## src/rtl/multicycle_seq.sv

```systemverilog
// Multicycle CPU control sequencer.
// Drives the FETCH/DECODE/EXEC/MEM/WB/HALT sequence for a shared-memory-port
// datapath, watches memory accesses for a bus timeout and counts retired
// instructions. Strobes are decoded from the current state, opcode and inputs.
module multicycle_seq #(
  parameter int unsigned TIMEOUT = 255
) (
  input  logic        clk,
  input  logic        rst,
  input  logic [6:0]  opcode,
  input  logic        br_taken,
  input  logic        mem_ready,
  output logic        mem_req,
  output logic        mem_we,
  output logic        addr_sel,
  output logic        ir_write,
  output logic        mdr_write,
  output logic        reg_write,
  output logic [1:0]  wb_sel,
  output logic        alu_src_a,
  output logic        alu_src_b,
  output logic [1:0]  alu_op,
  output logic        pc_write,
  output logic [1:0]  pc_src,
  output logic        halted,
  output logic        illegal,
  output logic        bus_err,
  output logic [31:0] instret
);

  localparam int unsigned WW = $clog2(TIMEOUT + 1);
  // The access times out on the edge at which the count would reach TIMEOUT.
  localparam logic [WW-1:0] WAIT_LAST = WW'(TIMEOUT - 1);

  typedef enum logic [2:0] {
    FETCH,
    DECODE,
    EXEC,
    MEM,
    WB,
    HALT
  } state_t;

  typedef enum logic [3:0] {
    C_R,
    C_I,
    C_LOAD,
    C_STORE,
    C_BRANCH,
    C_JAL,
    C_JALR,
    C_LUI,
    C_AUIPC,
    C_SYS,
    C_BAD
  } cls_t;

  state_t        state;
  state_t        state_nxt;
  cls_t          cls;
  logic [WW-1:0] wait_cnt;
  logic          wait_expired;
  logic          set_bus_err;
  logic          set_illegal;

  // Classify the opcode into an instruction class.
  always_comb begin
    cls = C_BAD;
    case (opcode)
      7'b0110011: cls = C_R;
      7'b0010011: cls = C_I;
      7'b0000011: cls = C_LOAD;
      7'b0100011: cls = C_STORE;
      7'b1100011: cls = C_BRANCH;
      7'b1101111: cls = C_JAL;
      7'b1100111: cls = C_JALR;
      7'b0110111: cls = C_LUI;
      7'b0010111: cls = C_AUIPC;
      7'b1110011: cls = C_SYS;
      default:    cls = C_BAD;
    endcase
  end

  assign wait_expired = (wait_cnt == WAIT_LAST);

  // Decode strobes and next state from state, class and inputs.
  always_comb begin
    mem_req     = 1'b0;
    mem_we      = 1'b0;
    addr_sel    = 1'b0;
    ir_write    = 1'b0;
    mdr_write   = 1'b0;
    reg_write   = 1'b0;
    wb_sel      = 2'b00;
    alu_src_a   = 1'b0;
    alu_src_b   = 1'b0;
    alu_op      = 2'b00;
    pc_write    = 1'b0;
    pc_src      = 2'b00;
    state_nxt   = state;
    set_bus_err = 1'b0;
    set_illegal = 1'b0;

    case (state)
      FETCH: begin
        mem_req = 1'b1;
        if (mem_ready) begin
          ir_write  = 1'b1;
          state_nxt = DECODE;
        end else if (wait_expired) begin
          state_nxt   = HALT;
          set_bus_err = 1'b1;
        end
      end

      DECODE: begin
        case (cls)
          C_SYS:   state_nxt = HALT;
          C_BAD: begin
            state_nxt   = HALT;
            set_illegal = 1'b1;
          end
          default: state_nxt = EXEC;
        endcase
      end

      EXEC: begin
        state_nxt = WB;
        case (cls)
          C_R: alu_op = 2'b10;
          C_I: begin
            alu_src_b = 1'b1;
            alu_op    = 2'b10;
          end
          C_LOAD, C_STORE: begin
            alu_src_b = 1'b1;
            state_nxt = MEM;
          end
          C_BRANCH: begin
            alu_op    = 2'b01;
            pc_write  = 1'b1;
            pc_src    = br_taken ? 2'b01 : 2'b00;
            state_nxt = FETCH;
          end
          C_AUIPC: begin
            alu_src_a = 1'b1;
            alu_src_b = 1'b1;
          end
          C_JALR: alu_src_b = 1'b1;
          default: ;
        endcase
      end

      MEM: begin
        mem_req  = 1'b1;
        addr_sel = 1'b1;
        mem_we   = (cls == C_STORE);
        if (mem_ready) begin
          if (cls == C_STORE) begin
            pc_write  = 1'b1;
            state_nxt = FETCH;
          end else begin
            mdr_write = 1'b1;
            state_nxt = WB;
          end
        end else if (wait_expired) begin
          state_nxt   = HALT;
          set_bus_err = 1'b1;
        end
      end

      WB: begin
        reg_write = 1'b1;
        pc_write  = 1'b1;
        state_nxt = FETCH;
        case (cls)
          C_LOAD: wb_sel = 2'b01;
          C_LUI:  wb_sel = 2'b11;
          C_JAL: begin
            wb_sel = 2'b10;
            pc_src = 2'b01;
          end
          C_JALR: begin
            wb_sel = 2'b10;
            pc_src = 2'b10;
          end
          default: ;
        endcase
      end

      default: state_nxt = HALT;
    endcase

    // Reset aborts any access at once: no strobe may leak while rst is high.
    if (rst) begin
      mem_req     = 1'b0;
      mem_we      = 1'b0;
      addr_sel    = 1'b0;
      ir_write    = 1'b0;
      mdr_write   = 1'b0;
      reg_write   = 1'b0;
      wb_sel      = 2'b00;
      alu_src_a   = 1'b0;
      alu_src_b   = 1'b0;
      alu_op      = 2'b00;
      pc_write    = 1'b0;
      pc_src      = 2'b00;
      set_bus_err = 1'b0;
      set_illegal = 1'b0;
    end
  end

  // State, wait counter, sticky status flags and retired-instruction count.
  always_ff @(posedge clk or posedge rst) begin
    if (rst) begin
      state    <= FETCH;
      wait_cnt <= '0;
      halted   <= 1'b0;
      illegal  <= 1'b0;
      bus_err  <= 1'b0;
      instret  <= '0;
    end else begin
      state <= state_nxt;
      // Counter returns to zero whenever no access is stalling, so it is
      // already clear on every entry to FETCH or MEM.
      if (mem_req && !mem_ready) begin
        wait_cnt <= wait_cnt + WW'(1);
      end else begin
        wait_cnt <= '0;
      end
      if (pc_write) begin
        instret <= instret + 32'd1;
      end
      if (state_nxt == HALT) begin
        halted <= 1'b1;
      end
      if (set_bus_err) begin
        bus_err <= 1'b1;
      end
      if (set_illegal) begin
        illegal <= 1'b1;
      end
    end
  end

endmodule

```

## config.mk

```make
export PLATFORM = sky130hd
export DESIGN_NAME = multicycle_seq
export DESIGN_NICKNAME = d
export VERILOG_FILES = /design/src/rtl/multicycle_seq.sv
export SDC_FILE = /design/constraint.sdc
export NUM_CORES = 1
export LEC_CHECK = 0
export BUFFER_PORTS_ARGS = -buffer_cell sky130_fd_sc_hd__buf_2
export CORE_MARGIN = 2
export CORE_UTILIZATION = 49
export CTS_BUF_LIST = sky130_fd_sc_hd__clkbuf_16
export CTS_CLUSTER_SIZE = 24
export DETAILED_ROUTE_END_ITERATION = 7
export GPL_TIMING_DRIVEN = 0
export PLACE_DENSITY = 0.78
export SLEW_MARGIN = 5
export SYNTH_ARGS = -nofsm -noshare
export SYNTH_HDL_FRONTEND = slang
export SYNTH_SLANG_ARGS = --single-unit
```

## constraint.sdc

```tcl
create_clock -name clk -period 2.4 [get_ports clk]
set_input_delay 0.12 -clock clk [delete_from_list [all_inputs] [get_ports clk]]
set_output_delay 0.12 -clock clk [all_outputs]
set_load 0.03 [all_outputs]
```

==> results.ini <==
[critical_path]
crit_type = flop to primary output
cp_cell_sequence = buf_2, or4b_4, o21ai_2, o21ai_4, inv_2, buf_4, buf_4
path_max_fanout = 10
cp_common_cell = buf_4
crit_family = buffers and inverters
critPathMaxStageDelay_ns = 0.59
slowest_stage = or4b_4
end_kind = primary output
cp-start-kind = flop
arrival_ns = 2.20
required_ns = 2.28
worst-path-buf-inv = 4

[clock_network]
clock_sinks = 46
cts_tree = done
cts.reportedPaths.clkPinSlew_ns = 0.06
post_cts_buffers = 0
cts.path.max_buffers = 2
numCtsBuffers = 5
htreeDepth = 2
clock_latency_ns = 0.28
cts_root_buffer = clkbuf_16

[yosys]
yosysTopAreaCell = dfrtp_1
synthCells = 290
yosys-top-cells-area = dfrtp_1 43%, xor2_1 6.8%, xnor2_1 5.5%
syn-mean-instance-area_um2 = 9.27
syn_area_um2 = 2690
ys_ff_latch = 46
yosysMostFrequentCell = dfrtp_1
async_flop_share_pct = 100
seq_area_frac_synth_pct = 42.8
yosys-top-cells-count = 46 x dfrtp_1, 27 x nand2_1, 23 x nor2_1
synth-edff-count = 0
synth_top_area_share_pct = 42.8
ys_warn_count = 0
ys_types = 50
synth_fp_nets = 304
synthFlopType = dfrtp_1

[placed_design]
dpl_worst_slack_ns = -0.137
placed_cell_area_um2 = 3100
dpl.hpwl_mm = 4.56
place.gp.congestion = 0.938
port_buffers = 60

[global_route]
grt_start_max_net_pins = 35
grt_pass1_wl_mm = 10.5
antenna_found_initial = 0
grt_overflow = 0
grt_usage_pct = 21.1
grt_pass1_vias = 2263

[sta]
max_freq_ghz = 0.430
fin_worst_skew_ns = 0.00372
period_needed_ns = 2.32
final_hold_viol_count = 0
holdWs_ns = 0.324
setup_violations = 0
worst_slack_ns = 0.0766
relSlewSlack_pct = 64.7
tightest_slew_ns = 0.529
period_share_pct = 96.8
final-max-slew-violation-count = 0

[floorplan]
start_util_pct = 51.7
row_count = 26
io-pin-count = 61
fp.coreArea_um2 = 5200
die_h_um = 78.1
fp.dieArea_um2 = 6100
die_x_um = 78.1

[worst_hold_path]
worstHoldPathType = primary input to flop

[routing]
vias = 2414
drt-pass1-iter-count = 4
drt-total-wl_mm = 6.27
drt-initial-drc-count = 146
drcViolationCount = 0
wire_per_inst_um = 14.6
drt.antenna.violating_nets = 0
viasPerCell = 5.61

[finish]
syn_to_final_growth_pct = 22.7
diodes = 0
drive_gt1_share_pct = 25.0
design_area_um2 = 3300
nNetsFinal = 373

[job]
max_cap_viol_count = 0

[power]
p_leak_nw = 1.55
power_density_nw_per_um2 = 568
vdd_drop_max_mv = 0.355

[status]
status = finished, final reports clean

==> worst reg2reg max path: cells and delay by family, from the launching register on <==
family                 cells  cell delay, ns
flip-flops                 1            0.37
XOR/XNOR                   1            0.14
AND/OR/NAND/NOR            2            1.15
AO/OA/AOI/OAI              2            0.34
buffers and inverters      1            0.18
==> worst paths after layout <==
| check | startpoint | endpoint | slack [ns] | cells after the start |
|---|---|---|---|---|
| setup reg to reg | state[1]$_DFF_PP0_ | instret[28]$_DFFE_PP0P_ | 0.10 | 6 |
| min in group asynchronous | rst | state[2]$_DFF_PP0_ | 0.39 | 3 |
| max in group asynchronous | rst | wait_cnt[3]$_DFF_PP0_ | 1.54 | 4 |
| setup / recovery | state[1]$_DFF_PP0_ | pc_write | 0.08 | 7 |
| hold reg to reg | instret[31]$_DFFE_PP0P_ | instret[31]$_DFFE_PP0P_ | 0.47 | 1 |
| hold / removal | mem_ready | state[0]$_DFF_PP0_ | 0.32 | 4 |
==> routing by layer <==
| layer | vias to the layer above | routed length (µm) | track usage (%) |
|---|---|---|---|
| met2 | 85 | 2900 | 33.0 |
| met1 | 1155 | 2910 | 30.1 |
| met5 | - | 0 | 0 |
| li1 | 1164 | - | - |
| met4 | 0 | 73 | 6.14 |
| met3 | 10 | 383 | 4.14 |
==> layout by cell type (no fill, tap or decap), types with 2 or more instances in the layout <==
| cell | instances |
|---|---|
| inv_2 | 2 |
| and3_1 | 11 |
| clkbuf_1 | 8 |
| nand4_1 | 13 |
| clkbuf_16 | 5 |
| or4_4 | 2 |
| nor2b_1 | 3 |
| nor4_1 | 5 |
| buf_2 | 62 |
| nor3_1 | 11 |
| nand3_1 | 16 |
| buf_4 | 2 |
| o211ai_1 | 2 |
| nand2b_1 | 7 |
| or2_2 | 2 |
| nor2_1 | 23 |
| nor4_2 | 2 |
| o21ai_0 | 6 |
| inv_1 | 10 |
| a21oi_1 | 11 |
| ha_1 | 3 |
| and2_1 | 2 |
| and4_1 | 5 |
| nand2_1 | 27 |
| xnor2_1 | 17 |
| xor2_1 | 21 |
| dfrtp_1 | 46 |
| nor3b_1 | 4 |
==> repair_timing <==
action,CTS,global route
hold endpoints to repair,12,0
gates resized for setup,7,2
hold buffers,1,0
endpoints found under the setup margin,17,2
==> sequential cells by signal (all words and copies together) (netlist names) <==
register and cells:
illegal 1, wait_cnt 8, state 3, halted 1
instret 32, bus_err 1
==> layout make-up <==
cell class,instances,area (µm²)
multi-input combinational,219,1480
buffer,14,67.6
clock inverter,3,17.5
fill,455,1910
inverter,11,41.3
timing repair buffer,62,333
clock buffer,5,125
sequential,46,1150
tap,70,87.6
==> report_power, final <==
part	switching, mW	internal [mW]
Combinational	0.234	0.115
Sequential	0.0481	0.813
Clock	0.283	0.382
Total	0.565	1.31
==> metrics by stage <==
step                setup TNS (ns)  cells  power [mW]  util (%)
finish                           0    430        1.88      63.4
global route             -0.000721    430        1.96      63.4
CTS                              0    430        1.88      63.1
detailed placement           -1.28    421        1.20      59.6
global placement             -1.18    420        1.19      59.3
floorplan                        0    290        1.10         -
==> cell families (layout without fill, tap and decap cells) <==
| group | Yosys count | after routing | synth area share [%] |
|---|---|---|---|
| xor gates and xnor gates | 39 | 39 | 13.0 |
| adders and majority gates | 3 | 3 | 1.40 |
| AOI/OAI and AO/OA | 35 | 35 | 8.70 |
| buffers and inverters | 25 | 95 | 3.96 |
| and+or+nand+nor | 140 | 140 | 29.4 |
| muxes | 2 | 2 | 0.791 |
| DFF | 46 | 46 | 42.8 |
(Power assumes the default switching activity.)
